===== src/rtl/sp_loader.sv =====
// Serial-to-parallel word assembler feeding a loadable n-bit register (d/load).
// Optional even-parity check on each word, enabled by defining SP_LOADER_PARITY_EN.
module sp_loader #(
  parameter int n  = 4,
  parameter int CW = 8
) (
  input  logic          ck,
  input  logic          rst,
  input  logic          sin,
  input  logic          sval,
  input  logic          clr,
  output logic [n-1:0]  d,
  output logic          load,
  output logic          busy,
  output logic [CW-1:0] wcnt,
  output logic          perr
);

  localparam int BW = $clog2(n + 1);
  localparam logic [BW-1:0] LAST = BW'(n - 1);

`ifdef SP_LOADER_PARITY_EN
  typedef enum logic [1:0] {IDLE, SHIFT, PAR, LOAD} state_t;
  logic perr_q;
  assign perr = perr_q;
`else
  typedef enum logic [1:0] {IDLE, SHIFT, LOAD} state_t;
  assign perr = 1'b0;
`endif

  state_t          state;
  logic [n-1:0]    sr;
  logic [BW-1:0]   bc;
  logic [n-1:0]    shifted;
  logic [BW-1:0]   cnt_now;

  generate
    if (n == 1) begin : g_one
      assign shifted = sin;
    end else begin : g_wide
      assign shifted = {sr[n-2:0], sin};
    end
  endgenerate

  // Outside SHIFT a new word starts, so the accepted bit is bit 0 of the count.
  assign cnt_now = (state == SHIFT) ? bc : '0;

  always_ff @(posedge ck or posedge rst) begin
    if (rst) begin
      state <= IDLE;
      sr    <= '0;
      bc    <= '0;
      d     <= '0;
      load  <= 1'b0;
      busy  <= 1'b0;
      wcnt  <= '0;
`ifdef SP_LOADER_PARITY_EN
      perr_q <= 1'b0;
`endif
    end else if (clr) begin
      state <= IDLE;
      sr    <= '0;
      bc    <= '0;
      load  <= 1'b0;
      busy  <= 1'b0;
`ifdef SP_LOADER_PARITY_EN
      perr_q <= 1'b0;
`endif
    end else begin
      load <= 1'b0;
      case (state)
        IDLE, SHIFT, LOAD: begin
          if (sval) begin
            sr <= shifted;
            if (cnt_now == LAST) begin
`ifdef SP_LOADER_PARITY_EN
              bc    <= BW'(n);
              busy  <= 1'b1;
              state <= PAR;
`else
              d     <= shifted;
              load  <= 1'b1;
              wcnt  <= wcnt + CW'(1);
              bc    <= '0;
              busy  <= 1'b0;
              state <= LOAD;
`endif
            end else begin
              bc    <= cnt_now + BW'(1);
              busy  <= 1'b1;
              state <= SHIFT;
            end
          end else if (state == LOAD) begin
            bc    <= '0;
            state <= IDLE;
          end
        end
`ifdef SP_LOADER_PARITY_EN
        PAR: begin
          if (sval) begin
            bc   <= '0;
            busy <= 1'b0;
            if (sin == ^sr) begin
              d     <= sr;
              load  <= 1'b1;
              wcnt  <= wcnt + CW'(1);
              state <= LOAD;
            end else begin
              perr_q <= 1'b1;
              state  <= IDLE;
            end
          end
        end
`endif
        default: state <= IDLE;
      endcase
    end
  end

endmodule


===== config.mk =====
export PLATFORM = sky130hd
export DESIGN_NAME = sp_loader
export DESIGN_NICKNAME = d
export VERILOG_FILES = /design/src/rtl/sp_loader.sv
export SDC_FILE = /design/constraint.sdc
export NUM_CORES = 1
export LEC_CHECK = 0
export ABC_AREA = 1
export BUFFER_PORTS_ARGS = -buffer_cell sky130_fd_sc_hd__buf_4
export CORE_UTILIZATION = 30
export CTS_CLUSTER_DIAMETER = 50
export CTS_CLUSTER_SIZE = 30
export DETAILED_ROUTE_END_ITERATION = 8
export GPL_TIMING_DRIVEN = 0
export PLACE_DENSITY = 0.47
export SLEW_MARGIN = 20
export SYNTH_ARGS = -nofsm -noshare
export SYNTH_HDL_FRONTEND = slang
export SYNTH_SLANG_ARGS = --single-unit

===== constraint.sdc =====
create_clock -name ck -period 2.1 [get_ports ck]
set_input_delay 0.105 -clock ck [delete_from_list [all_inputs] [get_ports ck]]
set_output_delay 0.105 -clock ck [all_outputs]
set_load 0.1 [all_outputs]

## After elaboration in Yosys (flattened, before gate mapping)

Index checks and enable logic that the tools add are counted.

| word-level totals | value |
|---|---|
| logic and storage cells | 44 |
| register bits after elaboration | 22 |
| bits of input ports | 5 |

| operators by class | value |
|---|---|
| add/subtract/negate cells | 2 |
| bitwise operators | 1 |
| mux-type cells | 22 |
| reduce and logical (&&, ||, !) cells | 8 |
| equal/unequal tests | 4 |

Operator list:

| kind | number |
|---|---|
| $mux 3 | 9 |
| $mux 2 | 5 |
| $add 8x1->8 const B | 1 |
| $mux 1 | 8 |
| $ne 4x4->1 const B | 1 |
| $reduce_and 2->1 | 2 |
| $reduce_and 4->1 | 1 |
| $reduce_bool 2->1 | 2 |
| $add 3x1->3 const B | 1 |
| $eq 3x2->1 const B | 1 |
| $reduce_bool 3->1 | 1 |
| $reduce_or 3->1 | 1 |
| $eq 2x1->1 const B | 1 |
| $eq 2x2->1 const B | 1 |
| $logic_not 2->1 | 1 |
| $not 1->1 | 1 |

## Longest topological paths before layout

| logic depth | value |
|---|---|
| depth in word-level cells | 7 |
| depth in mapped cells | 10 |
| mapped depth without buffers | 9 |

## Least setup slack after synthesis

Ideal clock, no wire load.

| timing | value |
|---|---|
| path type | register -> register |
| start | register wcnt[0] |
| end | register wcnt[6] |
| buffers on the path | 0 |
| cell stages (with the launch flop) | 7 |
| path slack | 268 ps |
| data arrival time | 1709 ps |
| path through | dfrtp_1 > ha_1 > nand3_1 > nor2_1 > nand2_1 > nand2_1 > nand2_1 |

| between the ends | value |
|---|---|
| longest elaborated chain between the ends | 1 |

RTL lines:

| item | RTL line | RTL |
|---|---|---|
| from (decl) | 15 | `output logic [CW-1:0] wcnt,` |
| from (signal assigned) | 83 | `wcnt <= wcnt + CW'(1);` |
| $add 8x1->8 | 83 |  |

Every way passes these cells.
A chain may end at the register's enable or synchronous reset.

## Final worst setup path

| timing | value |
|---|---|
| start | register state[1] |
| end | register wcnt[5] |

| between the ends | value |
|---|---|
| longest elaborated chain between the ends | 4 |
| elaborated cells between the ends (all ways) | 7 |
| those cells by class | 3 x eq/ne; 1 x mux; 3 x reduce/logical |

RTL lines:

| item | RTL line | RTL |
|---|---|---|
| from (decl) | 31 | `state_t state;` |
| from (signal assigned) | 50 | `state <= IDLE;` |
| from (signal assigned) | 61 | `state <= IDLE;` |
| from (signal assigned) | 86 | `state <= LOAD;` |
| $eq 2x1->1 | 46, 71 |  |
| $mux 3 | 46 | `assign cnt_now = (state == SHIFT) ? bc : '0;` |
| $eq 3x2->1 | 75 | `if (cnt_now == LAST) begin` |
| $reduce_and 4->1 (no source line) * | n/a |  |

Mark *: on every way between the ends. The rest lies on a longest branch, timed or not.

==> impl_metrics.csv <==
group,metric,value,unit
critical_path,cp.required,2.31,ns
routing,drc,0,
critical_path,worst_path_max_delay_cell,"dfrtp_1",
synthesis,ys_warn_count,0,
floorplanning,die_x,61.1,µm
critical_path,crit_chain,"inv_1, nand2_1, nor2_1, ha_1, nand2_1, nor2_4, buf_6, nand2_2, nand2_1, nand2_1",
clocking,h-tree-depth,1,
synthesis,yosysSeqAreaShare,52.6,%
layout,syn_to_final_growth,22.8,%
critical_path,cp_common_cell,"nand2_1",
synthesis,synth_cell_types,22,
critical_path,worst_path_largest_cell_delay,0.41,ns
critical_path,cp_max_fo,10,
place,placed_cell_area,1240,µm²
min_path,hold_depth,3,
timing,grt_setup_unrepaired,"no",
pwr,power,739,µW
synthesis,avgSynthCellArea,8.94,µm²
clocking,clockBufferDepth,2,
timing,tns,0,ns
clocking,cts_resized,0,
layout,fin_nets,148,
pwr,power.density,575,nW/µm²
synthesis,yosys_register_bits,22,
timing,finClkSkew,0.00454,ns
timing,worst_slack,0.436,ns
layout,n_antenna_cell,0,
global_route,antenna_found_initial,0,
routing,dr.pass1.iters,4,
pwr,peakVddDrop,0.000233,V
critical_path,r2r_slack,0.44,ns
timing,setup_viol,0,
floorplanning,ios,20,
job,cap_violations,0,
layout,fin_cells,186,
routing,wl_per_cell,10.7,µm
min_path,hp-start,"sin",
floorplanning,rows,21,
global_route,grt_pass1_wl,3420,µm
place,place_congestion,0.838,
global_route,gr-total-overflow,0,
critical_path,start_kind,"flip-flop",
floorplanning,start_util,31.3,%
clocking,cts_tree,"done",
clocking,ctsHoldBuffers,1,
timing,finalCritPeriodShare,79.2,%
synthesis,syn_nets,124,
floorplanning,die_y,61.1,µm
routing,vias,814,
place,dp_hpwl,1490,µm
routing,first_iter_violations,31,
layout,final_util,38.5,%
pwr,p_leak,0.630,nW
routing,antenna_left,0,
timing,relSlewSlack,43.9,%
min_path,hp-class,"input port to flip-flop",
critical_path,cp.depth,10,
clocking,clock_sinks,22,
floorplanning,dieArea,3730,µm²
pwr,power_frac_seq,58.8,%
place,io_buffers,18,
critical_path,path_buf_inv,2,
layout,post_route_cells_drive_above_1_share,22.9,%
clocking,clk_pin_slew,0.12,ns
global_route,grt.total_usage,12.7,%
clocking,cts-buffers-inserted,3,
routing,wl,1990,µm
clocking,cts-root-buf,"clkbuf_4",
synthesis,synth_area,1050,µm²
place,preCtsSetupSlack,0.436,ns
pwr,power.internal,556,µW
critical_path,r2r-start,"state[1]$_DFFE_PP0P_",
timing,period_needed,1.66,ns
pwr,swShare,24.8,%
critical_path,worstSetupPathType,"flip-flop to flip-flop",
critical_path,rr_worst_depth,10,
critical_path,cp.arrival,1.87,ns
run_status,status,"finished clean",
global_route,grt_max_degree,23,
pwr,p_switching,184,µW
timing,slew_viol_final,0,
global_route,grt_pass1_vias,754,
floorplanning,core,3340,µm²
pwr,power_frac_clock,31.3,%
place,placed_cells,181,
min_path,whs_endpoint,"d[0]$_DFFE_PP0P_",
critical_path,worstSetupEndpointType,"flip-flop",
timing,fmax,0.601,GHz
pwr,combPwrFrac,9.9,%
layout,postLayoutCellArea,1280,µm²
timing,hold_viol,0,
critical_path,r2r-end,"wcnt[5]$_DFFE_PP0P_",
routing,drt-vias-per-instance,4.38,
timing,worst_pin_slew,0.840,ns
layout,fill_cells,355,
critical_path,critPathTopFamily,"simple AND/OR/NAND/NOR gates",
timing,finalHoldWorstSlack,0.0151,ns
clocking,insertion_delay,0.30,ns
clocking,postCtsSetupBuffers,0,
synthesis,netlist_instances,117,
## synth_stat cells (all sizes together)
library cell,instances,area [µm²]
o22ai,4,25.0
o21ai,8,40.0
buf,3,23.8
nand3,10,55.1
dfrtp,22,551
o31ai,1,7.51
conb,1,3.75
xnor2,3,26.3
nor3,1,5.00
ha,2,25.0
nand2,40,160
inv,14,52.6
nand4,1,21.3
nor2,7,50.1
## power by group through the flow
stage               registers [mW]  logic (mW)  clock network, mW
global route                 0.436      0.0809              0.263
CTS                          0.435      0.0749              0.249
floorplan                    0.458      0.0378                  0
detailed placement           0.443      0.0736                  0
global placement             0.442      0.0729                  0
finish                       0.435      0.0733              0.231
## per-layer routing
layer	GRT usage, %	part of all wire (%)	vias up
li1	-	-	414
met1	17.8	48	385
met2	19.4	47	13
met3	3.15	3.7	2
met4	3.90	0.65	0
met5	0	0	-
## kinds of logic after synthesis
kind of cell / synth area share, %
AOI/OAI and AO/OA: 6.94
xor gates and xnor gates: 2.51
adders and majority gates: 2.39
buffers and inverters: 7.30
DFF: 52.6
other: 0.359
and+or+nand+nor: 27.9
## worst max-delay path by stage
| stage | slack (ns) | to | startpoint |
|---|---|---|---|
| floorplan | 0.27 | wcnt[6]$_DFFE_PP0P_ | wcnt[0]$_DFFE_PP0P_ |
| global placement | 0.45 | wcnt[5]$_DFFE_PP0P_ | state[1]$_DFFE_PP0P_ |
| detailed placement | 0.44 | wcnt[5]$_DFFE_PP0P_ | state[1]$_DFFE_PP0P_ |
| CTS | 0.42 | wcnt[5]$_DFFE_PP0P_ | state[1]$_DFFE_PP0P_ |
| global route | 0.33 | wcnt[5]$_DFFE_PP0P_ | state[1]$_DFFE_PP0P_ |
| finish | 0.44 | wcnt[5]$_DFFE_PP0P_ | state[1]$_DFFE_PP0P_ |
## worst register-to-register path: stages (launching register included)
cell and delay, ns:
dfrtp_1 0.41, inv_1 0.08, nand2_1 0.09, nor2_1 0.14, ha_1 0.26, nand2_1 0.16, nor2_4 0.14, buf_6 0.15
nand2_2 0.05, nand2_1 0.05, nand2_1 0.04
## placed cells by master (no fill, tap or decap), types with 2 or more instances in the layout
master	netlist	final
o21ai_0	8	8
ha_1	2	2
buf_4	1	19
nor2_1	5	5
nand3_1	9	9
clkbuf_4	0	3
o22ai_1	4	4
xnor2_1	3	3
dfrtp_1	22	22
inv_1	13	13
nand2_1	38	38
## final cells by class
| cell class | instances | area [µm²] | share of cell area, % |
|---|---|---|---|
| plain buffers | 3 | 23.8 | 1.85 |
| multi-input cells | 78 | 419 | 32.6 |
| inverters | 14 | 52.6 | 4.09 |
| clock buffers | 4 | 36.3 | 2.82 |
| flip-flops and latches | 22 | 551 | 42.8 |
| repair buffers | 19 | 145 | 11.3 |
| well taps | 46 | 57.6 | 4.48 |
## state kept, by name (all words and copies together) (netlist names)
register / count
bc: 3
d: 4
state: 2
sr: 3
load: 1
busy: 1
wcnt: 8
Power figures use the tool's default switching activity.
